`src/rtl/conv_operand_sequencer.sv`:
```
// Operand streamer for the CONV/MAC datapath: walks the output/channel/tap loop nest and
// emits one a beat (feature, zero-padded) then one b beat (weight) per tap. Optional perf counters: CONV_SEQ_PERF_EN.
module conv_operand_sequencer #(
  parameter int IO_DATA_WIDTH      = 16,
  parameter int FEATURE_MAP_WIDTH  = 128,
  parameter int FEATURE_MAP_HEIGHT = 128,
  parameter int INPUT_NB_CHANNELS  = 2,
  parameter int OUTPUT_NB_CHANNELS = 16,
  parameter int KERNEL_SIZE        = 3,
  parameter int STRIDE             = 1,
  parameter int ADDR_WIDTH         = 20
) (
  input  logic                     clk,
  input  logic                     arst_n_in,
  input  logic                     start,
  input  logic                     conv_mode,
  output logic                     running,
  output logic                     done,
  output logic                     fm_rd_en,
  output logic [ADDR_WIDTH-1:0]    fm_addr,
  input  logic [IO_DATA_WIDTH-1:0] fm_rdata,
  output logic                     k_rd_en,
  output logic [ADDR_WIDTH-1:0]    k_addr,
  input  logic [IO_DATA_WIDTH-1:0] k_rdata,
  output logic [IO_DATA_WIDTH-1:0] a_input,
  output logic                     a_valid,
  input  logic                     a_ready,
  output logic [IO_DATA_WIDTH-1:0] b_input,
  output logic                     b_valid,
  input  logic                     b_ready
`ifdef CONV_SEQ_PERF_EN
  ,
  output logic [31:0]              perf_cycles,
  output logic [31:0]              perf_stalls
`endif
);

  // state  | meaning
  // IDLE   | waiting for start
  // RD_A   | fm read strobe for current tap (skipped when padded)
  // CAP_A  | capture fm word (or 0) into a_input, raise a_valid
  // HOLD_A | hold a beat until a_ready
  // RD_B   | kernel read strobe
  // CAP_B  | capture kernel word into b_input, raise b_valid
  // HOLD_B | hold b beat until b_ready, then advance loop counters
  // FIN    | one-cycle done pulse

  localparam int W   = FEATURE_MAP_WIDTH;
  localparam int H   = FEATURE_MAP_HEIGHT;
  localparam int CI  = INPUT_NB_CHANNELS;
  localparam int CO  = OUTPUT_NB_CHANNELS;
  localparam int K   = KERNEL_SIZE;
  localparam int AW  = ADDR_WIDTH;
  localparam int OW  = (W + STRIDE - 1) / STRIDE;
  localparam int OH  = (H + STRIDE - 1) / STRIDE;
  localparam int MWH = (W > H) ? W : H;
  localparam int CW  = $clog2(MWH) + 2;
  localparam int KW  = $clog2(K) + 1;
  localparam int CIW = $clog2(CI) + 1;
  localparam int COW = $clog2(CO) + 1;
  localparam logic signed [CW-1:0] W_S = CW'(W);
  localparam logic signed [CW-1:0] H_S = CW'(H);

  typedef enum logic [2:0] {IDLE, RD_A, CAP_A, HOLD_A, RD_B, CAP_B, HOLD_B, FIN} state_t;
  state_t state_q, state_d;

  logic           mode_q;
  logic [CW-1:0]  ox_q, oy_q;
  logic [CIW-1:0] inch_q;
  logic [COW-1:0] outch_q;
  logic [KW-1:0]  ky_q, kx_q;

  logic [KW-1:0]         kmax;
  logic [CW-1:0]         half;
  logic signed [CW-1:0]  ix, iy;
  logic                  in_bounds;
  logic [AW-1:0]         kdim, fm_addr_c, k_addr_c;
  logic kx_last, ky_last, outch_last, inch_last, oy_last, ox_last, last_tap;

  // Matmul collapses the kernel to a single centred tap, which also removes all padding.
  assign kmax = mode_q ? KW'(K - 1) : '0;
  assign half = mode_q ? CW'(K / 2) : '0;
  assign kdim = mode_q ? AW'(K) : AW'(1);

  assign ix = ox_q * CW'(STRIDE) + CW'(kx_q) - half;
  assign iy = oy_q * CW'(STRIDE) + CW'(ky_q) - half;
  assign in_bounds = !ix[CW-1] && (ix < W_S) && !iy[CW-1] && (iy < H_S);

  assign fm_addr_c = (AW'($unsigned(iy)) * AW'(W) + AW'($unsigned(ix))) * AW'(CI) + AW'(inch_q);
  assign k_addr_c  = ((AW'(ky_q) * kdim + AW'(kx_q)) * AW'(CI) + AW'(inch_q)) * AW'(CO)
                     + AW'(outch_q);

  assign kx_last    = (kx_q == kmax);
  assign ky_last    = (ky_q == kmax);
  assign outch_last = (outch_q == COW'(CO - 1));
  assign inch_last  = (inch_q == CIW'(CI - 1));
  assign oy_last    = (oy_q == CW'(OH - 1));
  assign ox_last    = (ox_q == CW'(OW - 1));
  assign last_tap   = kx_last && ky_last && outch_last && inch_last && oy_last && ox_last;

  assign fm_addr = fm_rd_en ? fm_addr_c : '0;
  assign k_addr  = k_rd_en ? k_addr_c : '0;

  always_ff @(posedge clk or negedge arst_n_in) begin
    if (!arst_n_in) state_q <= IDLE;
    else            state_q <= state_d;
  end

  always_comb begin
    state_d  = state_q;
    fm_rd_en = 1'b0;
    k_rd_en  = 1'b0;
    done     = 1'b0;
    case (state_q)
      IDLE:    if (start) state_d = RD_A;
      RD_A:    begin fm_rd_en = in_bounds; state_d = CAP_A; end
      CAP_A:   state_d = HOLD_A;
      HOLD_A:  if (a_ready) state_d = RD_B;
      RD_B:    begin k_rd_en = 1'b1; state_d = CAP_B; end
      CAP_B:   state_d = HOLD_B;
      HOLD_B:  if (b_ready) state_d = last_tap ? FIN : RD_A;
      FIN:     begin done = 1'b1; state_d = IDLE; end
      default: state_d = IDLE;
    endcase
  end

  always_ff @(posedge clk or negedge arst_n_in) begin
    if (!arst_n_in) begin
      mode_q  <= 1'b0;
      ox_q    <= '0;
      oy_q    <= '0;
      inch_q  <= '0;
      outch_q <= '0;
      ky_q    <= '0;
      kx_q    <= '0;
      running <= 1'b0;
      a_input <= '0;
      a_valid <= 1'b0;
      b_input <= '0;
      b_valid <= 1'b0;
    end else begin
      case (state_q)
        IDLE: if (start) begin
          mode_q  <= conv_mode;
          ox_q    <= '0;
          oy_q    <= '0;
          inch_q  <= '0;
          outch_q <= '0;
          ky_q    <= '0;
          kx_q    <= '0;
          running <= 1'b1;
        end
        CAP_A: begin
          a_input <= in_bounds ? fm_rdata : '0;
          a_valid <= 1'b1;
        end
        HOLD_A: if (a_ready) a_valid <= 1'b0;
        CAP_B: begin
          b_input <= k_rdata;
          b_valid <= 1'b1;
        end
        HOLD_B: if (b_ready) begin
          b_valid <= 1'b0;
          if (!kx_last) kx_q <= kx_q + 1'b1;
          else begin
            kx_q <= '0;
            if (!ky_last) ky_q <= ky_q + 1'b1;
            else begin
              ky_q <= '0;
              if (!outch_last) outch_q <= outch_q + 1'b1;
              else begin
                outch_q <= '0;
                if (!inch_last) inch_q <= inch_q + 1'b1;
                else begin
                  inch_q <= '0;
                  if (!oy_last) oy_q <= oy_q + 1'b1;
                  else begin
                    oy_q <= '0;
                    ox_q <= ox_last ? '0 : ox_q + 1'b1;
                  end
                end
              end
            end
          end
        end
        FIN: running <= 1'b0;
        default: ;
      endcase
    end
  end

`ifdef CONV_SEQ_PERF_EN
  logic stall;
  assign stall = ((state_q == HOLD_A) && !a_ready) || ((state_q == HOLD_B) && !b_ready);

  always_ff @(posedge clk or negedge arst_n_in) begin
    if (!arst_n_in) begin
      perf_cycles <= '0;
      perf_stalls <= '0;
    end else if ((state_q == IDLE) && start) begin
      perf_cycles <= '0;
      perf_stalls <= '0;
    end else begin
      if (running && (perf_cycles != '1)) perf_cycles <= perf_cycles + 32'd1;
      if (stall && (perf_stalls != '1))   perf_stalls <= perf_stalls + 32'd1;
    end
  end
`endif

endmodule

```
`config.mk`:
```
export PLATFORM = sky130hd
export DESIGN_NAME = conv_operand_sequencer
export DESIGN_NICKNAME = d
export VERILOG_FILES = /design/src/rtl/conv_operand_sequencer.sv
export SDC_FILE = /design/constraint.sdc
export NUM_CORES = 1
export LEC_CHECK = 0
export BUFFER_PORTS_ARGS = -buffer_cell sky130_fd_sc_hd__buf_2
export CAP_MARGIN = 20
export CORE_MARGIN = 2
export CORE_UTILIZATION = 30
export CTS_BUF_LIST = sky130_fd_sc_hd__clkbuf_8
export CTS_CLUSTER_DIAMETER = 40
export DETAILED_ROUTE_END_ITERATION = 7
export PLACE_DENSITY = 0.56
export SYNTH_ARGS = -nofsm -noshare
export SYNTH_HDL_FRONTEND = slang
export SYNTH_SLANG_ARGS = --single-unit
export TNS_END_PERCENT = 5
```
`constraint.sdc`:
```
create_clock -name clk -period 5.1 [get_ports clk]
set_input_delay 0.765 -clock clk [delete_from_list [all_inputs] [get_ports clk]]
set_output_delay 0.765 -clock clk [all_outputs]
set_load 0.005 [all_outputs]
```
==> results.rst <==
.. list-table::
   :header-rows: 1

   * - Metric
     - Value
   * - Count leader, synth
     - sky130_fd_sc_hd__dfrtp_1
   * - Residual DRC count
     - 0
   * - Required time of the critical path
     - 4.34 ns
   * - Vias in the first global route
     - 4,250
   * - Number of hold-repair buffers added at the cts stage
     - 0
   * - Slew @ Worst Pin
     - 0.981 ns
   * - WHS
     - 0.438 ns
   * - Cell with the biggest individual delay on the critical path
     - sky130_fd_sc_hd__fa_2
   * - Crit. End Element
     - primary output
   * - Comb pwr share
     - 70.8%
   * - Clock network fraction of total power
     - 10.9%
   * - Total number of vias
     - 4,494
   * - Top cells by count, synth
     - sky130_fd_sc_hd__dfrtp_1 (70), sky130_fd_sc_hd__nand2_1 (66), sky130_fd_sc_hd__ha_1 (49)
   * - Number of clock buffers inserted by TritonCTS
     - 9
   * - Hold Vio Cnt, Final
     - 0
   * - Cell repeated most along the worst path
     - sky130_fd_sc_hd__a21o_1
   * - Register bit count reported by yosys
     - 70
   * - Worst max-slew margin expressed relative to the limit
     - 34.3%
   * - Critical path type
     - flop to primary output
   * - Clk pin slew, worst setup/hold paths
     - 0.08 ns
   * - Maximum clock path buffer count
     - 2
   * - Overall die area
     - 0.0188 mm^2
   * - GPL Wtd Cong
     - 0.803
   * - Clock latency on the worst-skew pair
     - 0.37 ns
   * - Family with the most delay on the worst path
     - compound AO/OA/AOI/OAI gates
   * - Overflow left after global routing
     - 0
   * - Detailed Routing Iterations Pass 1
     - 5
   * - Worst Path Arrival
     - 4.58 ns
   * - Kind of start point of the critical path
     - flop
   * - Violations in the final reports
     - negative setup slack
   * - Global routing usage summed across all routing layers
     - 14.1%
   * - Yosys warnings
     - 0
   * - Fill count
     - 1,817
   * - P_int
     - 2.76 mW
   * - Area share of the largest cell type after synthesis
     - 32.9%
   * - Ratio of routed vias to standard cells
     - 4.72
   * - Horizontal die dimension
     - 137 um
   * - Hpwl dp
     - 9.72 mm
   * - Area contributors post-synth
     - sky130_fd_sc_hd__dfrtp_1 (33%), sky130_fd_sc_hd__ha_1 (12%), sky130_fd_sc_hd__nand2_1 (4.7%)
   * - Cell-by-cell listing of the critical path
     - inv_2 > ha_1 > inv_1 > ha_2 > fa_2 > a21o_1 > a221o_1 > a21o_1 > a21o_1 > xnor2_2 > fa_2 > nand2b_4 > or2_4 > or4_4 > o21bai_4 > a21o_1 > a211oi_2 > buf_2
   * - Total length of routed wires
     - 12.7 mm
   * - TritonCTS clock tree
     - built
   * - Global-route wire length before repair
     - 21.0 mm
   * - Initial DRC count
     - 282
   * - Period Utilization, post-route
     - 105%
   * - Power density over the cells
     - 777 mW/mm^2
   * - Switching power of the nets
     - 2.29 mW
   * - Post-synth top flop
     - sky130_fd_sc_hd__dfrtp_1
   * - Core outline area
     - 0.0173 mm^2
   * - Max frequency
     - 187 MHz
   * - Outcome
     - finished, violations left
   * - RSZ-0062 raised after global routing
     - true
   * - Classification of the worst-slack hold path
     - primary input to asynchronous set/reset pin
   * - Leakage
     - 3.21 nW
   * - Library cell with the largest summed area after synthesis
     - sky130_fd_sc_hd__dfrtp_1
   * - Average footprint of a synthesized cell
     - 8.85 um^2
   * - Final WS setup
     - -0.245 ns
   * - Clock net sink count
     - 70
   * - Sequential Power Share
     - 18.3%
   * - Count of buffers from port buffering
     - 102
   * - Initial antenna violation count
     - 1
   * - Area growth, synth to finish
     - 21.8%
   * - Maximum ir drop on the vdd rail
     - 512 uV
   * - Post-synthesis cell area
     - 0.00533 mm^2
   * - I/O pin count
     - 116
   * - Share of synthesized area occupied by flip-flops and latches
     - 32.9%
   * - Core Util, Final
     - 37.5%
   * - Final Setup Violations
     - 5
   * - Setup clock skew after layout
     - 0.00974 ns
   * - Cells after Synth
     - 602
   * - CTS H-tree lvls
     - 3
   * - Starting density of the core
     - 30.8%
   * - Time the worst path needs with I/O delays and setup
     - 5.34 ns
   * - Layout net count
     - 815
   * - Remaining antenna violation count after routing
     - 0
   * - Number of max-cap violations
     - 0
   * - Share of synthesized registers carrying an async set or reset
     - 100%
   * - Maximum number of pins on one net before global-route repair
     - 40
   * - Vert. Die Dim
     - 137 um
   * - Slowest Stage Delay on Critical Path
     - 0.47 ns
   * - Cell chosen for the clock root
     - sky130_fd_sc_hd__clkbuf_8
   * - Post-Place Worst Slack
     - -0.0591 ns
   * - Routed length per placed instance
     - 13.4 um
   * - Top fanout value on the critical path
     - 2
   * - Switching part of the total
     - 45.3%
   * - Share of post-route cells with drive strength above 1
     - 26.5%
   * - Final Max Slew Viols
     - 0
   * - Floorplan row count
     - 48
   * - Number of distinct standard cells referenced by the synthesized netlist
     - 61
   * - Number of synthesized flops with an enable pin
     - 0
   * - Critical path buffers and inverters
     - 3
-- kinds of logic after synthesis --
group | Yosys count | share of synthesized area [%]
DFF | 70 | 32.9
and+or+nand+nor | 229 | 22.3
other | 1 | 0.0704
buffers and inverters | 73 | 6.13
xor gates and xnor gates | 41 | 7.17
adders and majority gates | 56 | 14.0
muxes | 19 | 3.99
AOI/OAI and AO/OA | 113 | 13.5
-- power groups by stage --
stage | registers (mW) | clock network (mW) | logic [mW]
global route | 0.964 | 0.589 | 3.98
detailed placement | 0.930 | 0 | 3.38
global placement | 0.928 | 0 | 3.37
finish | 0.924 | 0.549 | 3.57
CTS | 0.928 | 0.568 | 3.48
floorplan | 0.900 | 0 | 2.40
-- worst paths after layout --
path / startpoint / end / slack [ns] / depth (start not counted)
setup / recovery: kx_q[0]$_DFFE_PN0P_ / fm_addr[15] / -0.24 / 18
hold / removal: arst_n_in / a_input[8]$_DFFE_PN0P_ / 0.44 / 1
setup reg to reg: ky_q[0]$_DFFE_PN0P_ / a_input[3]$_DFFE_PN0P_ / 2.02 / 13
hold reg to reg: b_valid$_DFFE_PN0P_ / b_valid$_DFFE_PN0P_ / 0.48 / 2
max in group asynchronous: arst_n_in / oy_q[3]$_DFFE_PN0P_ / 3.67 / 2
min in group clk: b_valid$_DFFE_PN0P_ / b_valid$_DFFE_PN0P_ / 0.48 / 2
-- layout make-up --
| type | count | area, um^2 | share of cell area [%] |
|---|---|---|---|
| Clock buffer | 9 | 124 | 1.91 |
| Antenna cell | 1 | 2.50 | 0.0386 |
| Clock inverter | 7 | 113 | 1.74 |
| Tap cell | 225 | 282 | 4.34 |
| Timing Repair Buffer | 129 | 711 | 11.0 |
| Inverter | 41 | 154 | 2.37 |
| Multi-Input combinational cell | 471 | 3350 | 51.6 |
| Sequential cell | 70 | 1750 | 27.0 |
-- timing repair --
| action | 4_1_cts | 5_1_grt |
|---|---|---|
| resized for setup | 5 | 4 |
| endpoints found under the setup margin | 5 | 5 |
| setup buffers | 1 | 3 |
| endpoints found under the hold margin | 0 | 0 |
| pin swaps | 10 | 12 |
-- through the flow --
step	std cells	setup TNS, ns	power [mW]	cell area, um^2
2_1_floorplan	614	0	3.30	5380
3_3_place_gp	931	-0.00485	4.30	6160
3_5_place_dp	931	-0.0591	4.31	6160
4_1_cts	948	-1.17	4.98	6430
5_1_grt	952	-1.65	5.53	6480
6_report	953	-0.566	5.04	6490
-- placed cells by master (no fill, tap or decap), drive strengths merged, types with 3 or more instances in the layout --
cell type  instances
buf              128
dfrtp             70
nand2             66
o21ai             56
ha                49
nor2              45
inv               43
xnor2             26
nor3              21
nand3             20
mux2              18
a21oi             17
xor2              14
a21o              13
and3              13
conb              13
and2              11
clkbuf            10
nand2b             9
o31ai              7
or3                6
nor4               6
fa                 6
nand4              5
nand3b             5
or2                5
nor2b              4
bufinv             3
a211oi             3
nor3b              3
-- registers in the layout, summed over array words and instances (netlist names) --
register  count
a_input      16
b_input      16
ox_q          9
oy_q          9
outch_q       5
kx_q          3
ky_q          3
state_q       3
inch_q        2
a_valid       1
b_valid       1
mode_q        1
running       1
-- worst reg2reg max path, delay by kind of cell (launching register included) --
kind	cells	cell delay, ns
buf+inv	3	0.39
xor+xnor	1	0.23
fa+ha+maj	3	0.96
compound gates	4	0.62
simple gates	2	0.35
flops	1	0.45
-- per-layer routing --
metal	wire [um]	GRT usage (%)
met3	953	3.50
met2	5420	21.0
met1	6150	19.6
met4	216	5.84
met5	0	0
No activity file was read; power rests on OpenSTA's default activity.
